File: src/rtl/weight_stream_loader_pkg.sv
// Shared types and defaults for the weight stream loader (FSM encoding, layer defaults).
// Optional checksum support is enabled by defining WLOAD_CHECKSUM_EN.
package weight_stream_loader_pkg;

    typedef enum logic {
        ST_FILL = 1'b0,
        ST_WAIT = 1'b1
    } load_state_t;

    localparam int DEF_COEFF_WIDTH = 16;
    localparam int DEF_KERN_SIZE   = 9;

    // Per-bank checksum width: coefficient width plus enough headroom for KERN_SIZE words.
    function automatic int sum_width(input int coeff_width, input int kern_size);
        return coeff_width + $clog2(kern_size) + 1;
    endfunction

endpackage

File: src/rtl/weight_bank_ram.sv
// Two-bank kernel store: one write port, one synchronous read port.
// The address MSB selects the bank, so each bank occupies a power-of-two region.
module weight_bank_ram #(
    parameter int WIDTH = 16,
    parameter int AW    = 4
) (
    input  logic             clk,
    input  logic             we,
    input  logic [AW:0]      waddr,
    input  logic [WIDTH-1:0] wdata,
    input  logic             re,
    input  logic [AW:0]      raddr,
    output logic [WIDTH-1:0] rdata
);

    logic [WIDTH-1:0] mem [0:(2**(AW+1))-1];

    always_ff @(posedge clk) begin
        if (we) begin
            mem[waddr] <= wdata;
        end
        if (re) begin
            rdata <= mem[raddr];
        end
    end

endmodule

File: src/rtl/weight_stream_loader.sv
// Pops coefficients from an ap_fifo read port into a double-buffered kernel store.
// Define WLOAD_CHECKSUM_EN to add per-bank sums and the bank_sum output.
module weight_stream_loader
    import weight_stream_loader_pkg::*;
#(
    parameter int COEFF_WIDTH = DEF_COEFF_WIDTH,
    parameter int KERN_SIZE   = DEF_KERN_SIZE
) (
    input  logic                         ap_clk,
    input  logic                         ap_rst_n,
    input  logic [COEFF_WIDTH-1:0]       input_V_dout,
    input  logic                         input_V_empty_n,
    output logic                         input_V_read,
    output logic                         bank_valid,
    input  logic                         rd_en,
    input  logic [$clog2(KERN_SIZE)-1:0] rd_addr,
    output logic [COEFF_WIDTH-1:0]       rd_data,
    input  logic                         bank_release
`ifdef WLOAD_CHECKSUM_EN
    ,
    output logic [COEFF_WIDTH+$clog2(KERN_SIZE):0] bank_sum
`endif
);

    localparam int AW = $clog2(KERN_SIZE);
    localparam int SW = sum_width(COEFF_WIDTH, KERN_SIZE);
    localparam logic [AW-1:0] LAST_IDX = AW'(KERN_SIZE - 1);

    load_state_t     state_reg, state_next;
    logic            active_reg;
    logic            wr_bank_reg, wr_bank_next;
    logic            rd_bank_reg, rd_bank_next;
    logic [1:0]      full_reg, full_next;
    logic [AW-1:0]   wr_cnt_reg, wr_cnt_next;
    logic            rd_zero_reg;
    logic            rd_in_range;
    logic            fill_done;
    logic [COEFF_WIDTH-1:0] ram_q;

    assign bank_valid  = full_reg[rd_bank_reg];
    assign rd_in_range = int'(rd_addr) < KERN_SIZE;
    assign fill_done   = input_V_read && (wr_cnt_reg == LAST_IDX);

    always_comb begin
        state_next   = state_reg;
        wr_bank_next = wr_bank_reg;
        wr_cnt_next  = wr_cnt_reg;
        rd_bank_next = rd_bank_reg;
        full_next    = full_reg;
        input_V_read = 1'b0;

        case (state_reg)
            ST_FILL: input_V_read = active_reg && input_V_empty_n;
            ST_WAIT: if (!full_reg[wr_bank_reg]) state_next = ST_FILL;
            default: state_next = ST_FILL;
        endcase

        if (input_V_read) begin
            if (fill_done) begin
                full_next[wr_bank_reg] = 1'b1;
                wr_cnt_next            = '0;
                wr_bank_next           = ~wr_bank_reg;
            end else begin
                wr_cnt_next = wr_cnt_reg + AW'(1);
            end
        end

        // A release always targets the other bank than a completing fill, so both apply.
        if (bank_release && bank_valid) begin
            full_next[rd_bank_reg] = 1'b0;
            rd_bank_next           = ~rd_bank_reg;
        end

        if (fill_done) begin
            state_next = full_next[wr_bank_next] ? ST_WAIT : ST_FILL;
        end
    end

    // active_reg keeps the FIFO pop low while reset is asserted and for the first clock after.
    always_ff @(posedge ap_clk or negedge ap_rst_n) begin
        if (!ap_rst_n) begin
            state_reg   <= ST_FILL;
            active_reg  <= 1'b0;
            wr_bank_reg <= 1'b0;
            rd_bank_reg <= 1'b0;
            full_reg    <= 2'b00;
            wr_cnt_reg  <= '0;
            rd_zero_reg <= 1'b1;
        end else begin
            state_reg   <= state_next;
            active_reg  <= 1'b1;
            wr_bank_reg <= wr_bank_next;
            rd_bank_reg <= rd_bank_next;
            full_reg    <= full_next;
            wr_cnt_reg  <= wr_cnt_next;
            if (rd_en) begin
                rd_zero_reg <= !(bank_valid && rd_in_range);
            end
        end
    end

    weight_bank_ram #(
        .WIDTH (COEFF_WIDTH),
        .AW    (AW)
    ) u_bank_ram (
        .clk   (ap_clk),
        .we    (input_V_read),
        .waddr ({wr_bank_reg, wr_cnt_reg}),
        .wdata (input_V_dout),
        .re    (rd_en),
        .raddr ({rd_bank_reg, rd_addr}),
        .rdata (ram_q)
    );

    assign rd_data = rd_zero_reg ? '0 : ram_q;

`ifdef WLOAD_CHECKSUM_EN
    logic [SW-1:0] sum_reg [2];

    generate
        for (genvar gi = 0; gi < 2; gi++) begin : g_bank_sum
            always_ff @(posedge ap_clk or negedge ap_rst_n) begin
                if (!ap_rst_n) begin
                    sum_reg[gi] <= '0;
                end else if (input_V_read && (wr_bank_reg == 1'(gi))) begin
                    // The first word of a fill restarts the accumulator for that bank.
                    sum_reg[gi] <= ((wr_cnt_reg == '0) ? '0 : sum_reg[gi]) + SW'(input_V_dout);
                end
            end
        end
    endgenerate

    assign bank_sum = bank_valid ? sum_reg[rd_bank_reg] : '0;
`else
    // Plain loader: no accumulators.
`endif

endmodule

File: config.mk
export PLATFORM = sky130hd
export DESIGN_NAME = weight_stream_loader
export DESIGN_NICKNAME = d
export VERILOG_FILES = /design/src/rtl/weight_stream_loader_pkg.sv /design/src/rtl/weight_bank_ram.sv /design/src/rtl/weight_stream_loader.sv
export SDC_FILE = /design/constraint.sdc
export NUM_CORES = 1
export LEC_CHECK = 0
export CELL_PAD_IN_SITES_DETAIL_PLACEMENT = 1
export CELL_PAD_IN_SITES_GLOBAL_PLACEMENT = 1
export CORE_MARGIN = 4
export CORE_UTILIZATION = 59
export DETAILED_ROUTE_END_ITERATION = 8
export PLACE_DENSITY = 0.84
export RECOVER_POWER = 50
export SLEW_MARGIN = 20
export SYNTH_ARGS = -nofsm -noshare
export SYNTH_HDL_FRONTEND = slang
export SYNTH_SLANG_ARGS = --single-unit
export TNS_END_PERCENT = 50
File: constraint.sdc
create_clock -name ap_clk -period 4.6 [get_ports ap_clk]
set_input_delay 0.69 -clock ap_clk [delete_from_list [all_inputs] [get_ports ap_clk]]
set_output_delay 0.69 -clock ap_clk [all_outputs]
set_load 0.03 [all_outputs]
# Yosys cells after proc, flatten, opt, wreduce, memory -nomap -nowiden
# Memory sizes are Yosys's and may differ from the RTL's. A register that Yosys moved wholly into a read port is not among the register bits.
# Cells that the tools add are included.
[word_totals]
romBits = 0
reg_bits = 11
out_inout_bits = 18
input_bits = 25
elab_cells = 52
ram_bits = 512
latch_bits = 0
memories = 1
[classes]
shift = 0
eq_ne = 1
bitwise = 5
order_cmp = 6
muxes = 24
n_div = 0
n_addsub = 1
reduce_logical = 7
multipliers = 0
[mem_list]
columns = ["name", "words", "word_bits", "rd", "rd_ports_with_merged_regs", "wr", "line_no", "rtl"]
rows = [
  ["u_bank_ram.mem", 32, 16, 1, 1, 1, "weight_bank_ram.sv:16", "logic [WIDTH-1:0] mem [0:(2**(AW+1))-1];"],
]
[op_table]
columns = ["cell", "n"]
rows = [
  ["1-bit two-way mux", 17],
  ["16-bit two-way mux", 1],
  ["1-bit logical AND", 6],
  ["1-bit by 2-bit < comparator with 1-bit output, second input constant", 3],
  ["2-bit two-way mux", 3],
  ["4-bit by 1-bit adder with 4-bit output, second input constant", 1],
  ["4-bit == test, second input constant", 1],
  ["4-bit < comparator, second input constant", 1],
  ["4-bit two-way mux", 1],
  ["2-bit AND", 1],
  ["1-bit demux with 1-bit select", 2],
  ["1-bit >= comparator, second input constant", 2],
  ["1-bit inverter", 2],
  ["2-bit inverter", 1],
  ["2-bit bitwise OR", 1],
  ["1-bit zero test", 1],
]

# Logic depth before layout (Yosys ltp)
[depth]
ltp_word = 13
ltp_mapped = 7
depth_no_buf = 6

# By module
# From an unflattened synthesis, not the netlist that was laid out.
[unflattened]
hier_cells = 1213
area_unflattened_um2 = 21384.3
[modules_own_cells]
columns = ["module", "area_each_um2", "seq_area_each_um2", "n_inst", "cells_per_inst"]
rows = [
  ["weight_bank_ram", 20696.1, 15855.2, 1, 1143],
  ["weight_stream_loader", 688.2, 276.5, 1, 70],
]

# Worst setup path before layout
# No wires, ideal clock.
[synth_timing]
path_kind = "input to register"
start = "input input_V_empty_n"
end = "memory u_bank_ram.mem[23][0], enable pin"
setup_ps = 388
stages = 4
arrival_time_ps = 2034
t_required_ps = 4212
path_slack_ps = 2177
path_buffers = 1
path_cell_list = "and3b_1 > buf_2 > nand2_1 > nor2_1"
[synth_via]
elab_chain_len = 4
[synth_rtl]
columns = ["item", "line_no", "rtl"]
rows = [
  ["start, declared", "weight_stream_loader.sv:12", "input logic input_V_empty_n,"],
  ["1-bit logical AND", "weight_stream_loader.sv:53", "ST_FILL: input_V_read = active_reg && input_V_empty_n;"],
  ["1-bit two-way mux", "weight_stream_loader.sv:52", "case (state_reg)"],
  ["net input_V_read", "weight_stream_loader.sv:13", "output logic input_V_read,"],
  ["1-bit two-way mux", "weight_bank_ram.sv:19", "if (we) begin"],
  ["1-bit two-way mux (not written as such)", "weight_bank_ram.sv:20", "mem[waddr] <= wdata;"],
  ["end, declared", "weight_bank_ram.sv:16", ""],
]
# The timed path passes the listed nets, and every way through them passes these cells.

# Worst setup path after layout
[layout_timing]
start = "register rd_bank_reg"
end = "output bank_valid"
[layout_via]
elab_chain_len = 2
[layout_rtl]
columns = ["item", "line_no", "rtl"]
rows = [
  ["start, declared", "weight_stream_loader.sv:32", "logic rd_bank_reg, rd_bank_next;"],
  ["start signal, assigned", "weight_stream_loader.sv:93", "rd_bank_reg <= rd_bank_next;"],
  ["1-bit two-way mux (not written as such) (2 in a row)", "weight_stream_loader.sv:40", "assign bank_valid = full_reg[rd_bank_reg];"],
  ["end, declared", "weight_stream_loader.sv:14", "output logic bank_valid,"],
]
# Every way passes these cells. The select of a mux whose other input is x is not followed.

==> metrics.txt <==
status finished with violations; failing checks max-capacitance violations, max-slew violations; Synth warnings 0; Power Density 467 nW/µm²; Syn Inst Count 1014; final antenna diode count 0; main flop type after synthesis edfxtp_1; Crit. End Element primary output; Vias 11067; CTS Sinks 539; initial antenna violation count 2; Die Y 196 µm; count leader, synth edfxtp_1; number of synthesized register bits 539; max frequency 0.321 GHz; crit-path leading delay family flip-flops; fin area 23500 µm²; Post-DP Area 21900 µm²; io pins 43; Leak 7.63 nW; crit-path max cell delay 740 ps; Inst Count DP 1508; VDD IR max 0.337 mV; Syn Area/Cell 20.7 µm²; DRT antenna net count 0; Req. time, crit path 3910 ps; layout cells sized above 1 19.2%; Critical path buffers and inverters 1; post-CTS setup buffer count 0; Syn-to-layout area delta 12.2%; Setup violations, final 0; Final Cycle Share 67.7%; drt drc 0; clock skew 27.1 ps; Slew headroom -34.0%; DIE AREA 38600 µm²; Least-Margin Pin Slew 2010 ps; wire per inst 35.4 µm; total negative setup slack 0 ps; Reg-to-Reg End u_bank_ram.mem[24][9]; vias in the first global route 11569; CTS root buffer clkbuf_16; Initial Util 60.2%; unrepaired setup endpoints after global routing false; count of unique library cells instantiated by Yosys 45; clk_lat worst skew 590 ps; cell at the slowest stage of the critical path dfrtp_1; post-synth net total 1043; max reg flops 512; fin nets 1137; Synth async-reset ratio 2.04%; Hold WC Path Type input port to asynchronous set/reset pin; Crit Path Class register to primary output; core area 34800 µm²; Die X-Extent 196 µm; Critical Path Source Type register; post-CTS resize count 0; CTS tree built; TritonCTS Buffers 53; CP cell instances mux2_2 > clkdlybuf4s50_1; reg2reg setup slack 1560 ps; synth cell count leaders edfxtp_1 (528), mux2i_1 (97), mux4_2 (80), a22oi_1 (48), nor2_1 (37); Vias per Instance 6.90; CP max FO 13; final cell count without fillers 1605; first-pass GRT wire length 82.5 mm; buffer depth of the longest clock path 3; Max Slew Vio Count 429; minimum clock period 3110 ps; GRT Total Usage 29.8%; H-tree level count 2; total power draw 11.0 mW; Clock transition at path regs 70 ps; largest net degree at the start of global routing 65; gpl congestion 0.841; final core area utilization 67.6%; Synth top area share 75.7%; Final Hold Vio Count 0; hold_buf cts 0; Max-Cap Viols 13; routed wire length 56.8 mm; total gr overflow 0; DP Wirelength 33.5 mm; DRT iter0 DRCs 1533; main area contributors after synthesis edfxtp_1 (76%), mux4_2 (8.6%), mux2i_1 (4.6%); Cell Area, Synth 20900 µm²; number of placement rows 68; r2r worst-path depth 5; RR Startpoint wr_cnt_reg[0]; first drt pass iteration count 5; register area share after synthesis 77.0%; critical path arrival 2420 ps; cell taking the most area after synthesis edfxtp_1; I/O Buffers 42; Post-synth EDFFs 528
[through the flow]
stage | hold slack, ps | setup WS [ps]
after floorplan | 394 | 2180
after global placement | 529 | 1310
after CTS | 506 | 1520
after detailed placement | 547 | 1140
after global routing | 599 | 1430
final | 585 | 1490
[per-layer routing]
metal / vias to the layer above / share of wire (%) / wire length (µm) / GRT usage, %
met2: 771 / 49 / 28100 / 48.4
met5: - / 0 / 0 / 0
met4: 0 / 4.0 / 2280 / 10.1
met1: 5773 / 36 / 20500 / 40.9
li1: 4389 / - / - / -
met3: 134 / 11 / 6010 / 6.65
[cells in the final DEF, fill, tap and decap left out, types with 3 or more instances in the layout]
master,n
a211oi_2,16
a21oi_1,18
a22oi_1,48
and2_1,3
buf_4,43
bufinv_16,4
clkbuf_1,30
clkbuf_16,54
clkdlybuf4s50_1,20
clkinv_1,16
clkinv_2,11
dfrtp_1,10
dlygate4sd3_1,14
edfxtp_1,528
ha_1,4
mux2i_1,97
mux4_2,80
nand2_1,8
nor2_1,37
nor2b_1,21
o221ai_1,16
o22ai_1,32
xor2_1,3
[report_power, final]
group | switching [mW] | total [mW] | leakage [nW] | internal, mW
Clock | 1.82 | 4.19 | 0.813 | 2.37
Sequential | 0.138 | 5.72 | 4.90 | 5.58
Combinational | 0.722 | 1.07 | 1.92 | 0.349
Total | 2.68 | 11.0 | 7.63 | 8.30
[layout make-up]
cell class,count,area (µm²)
clock buffers,64,1390
clock inverters,33,260
fillers,2743,11300
inverters,2,7.51
multi-input cells,412,4370
flip-flops and latches,539,16100
well taps,455,569
repair buffers,100,777
[worst max path at each step]
| stage | from | to | slack, ps | cells after the start |
|---|---|---|---|---|
| after floorplan | input_V_empty_n | u_bank_ram.mem[23][0] | 2180 | 4 |
| after global placement | input_V_empty_n | u_bank_ram.mem[24][8] | 1310 | 4 |
| after detailed placement | input_V_empty_n | u_bank_ram.mem[24][8] | 1140 | 4 |
| after CTS | rd_bank_reg | bank_valid | 1520 | 2 |
| after global routing | wr_cnt_reg[1] | u_bank_ram.mem[24][7] | 1430 | 5 |
| final | rd_bank_reg | bank_valid | 1490 | 2 |
[logic make-up after synthesis]
logic type / count (synthesis) / share of synthesized area [%]
buf+inv: 63 / 2.09
flops: 539 / 77.0
other cells: 1 / 0.0179
mux: 179 / 13.3
simple gates: 86 / 2.10
fa+ha+maj: 4 / 0.239
xor+xnor: 4 / 0.167
compound gates: 138 / 5.02
Power figures use the tool's default switching activity.
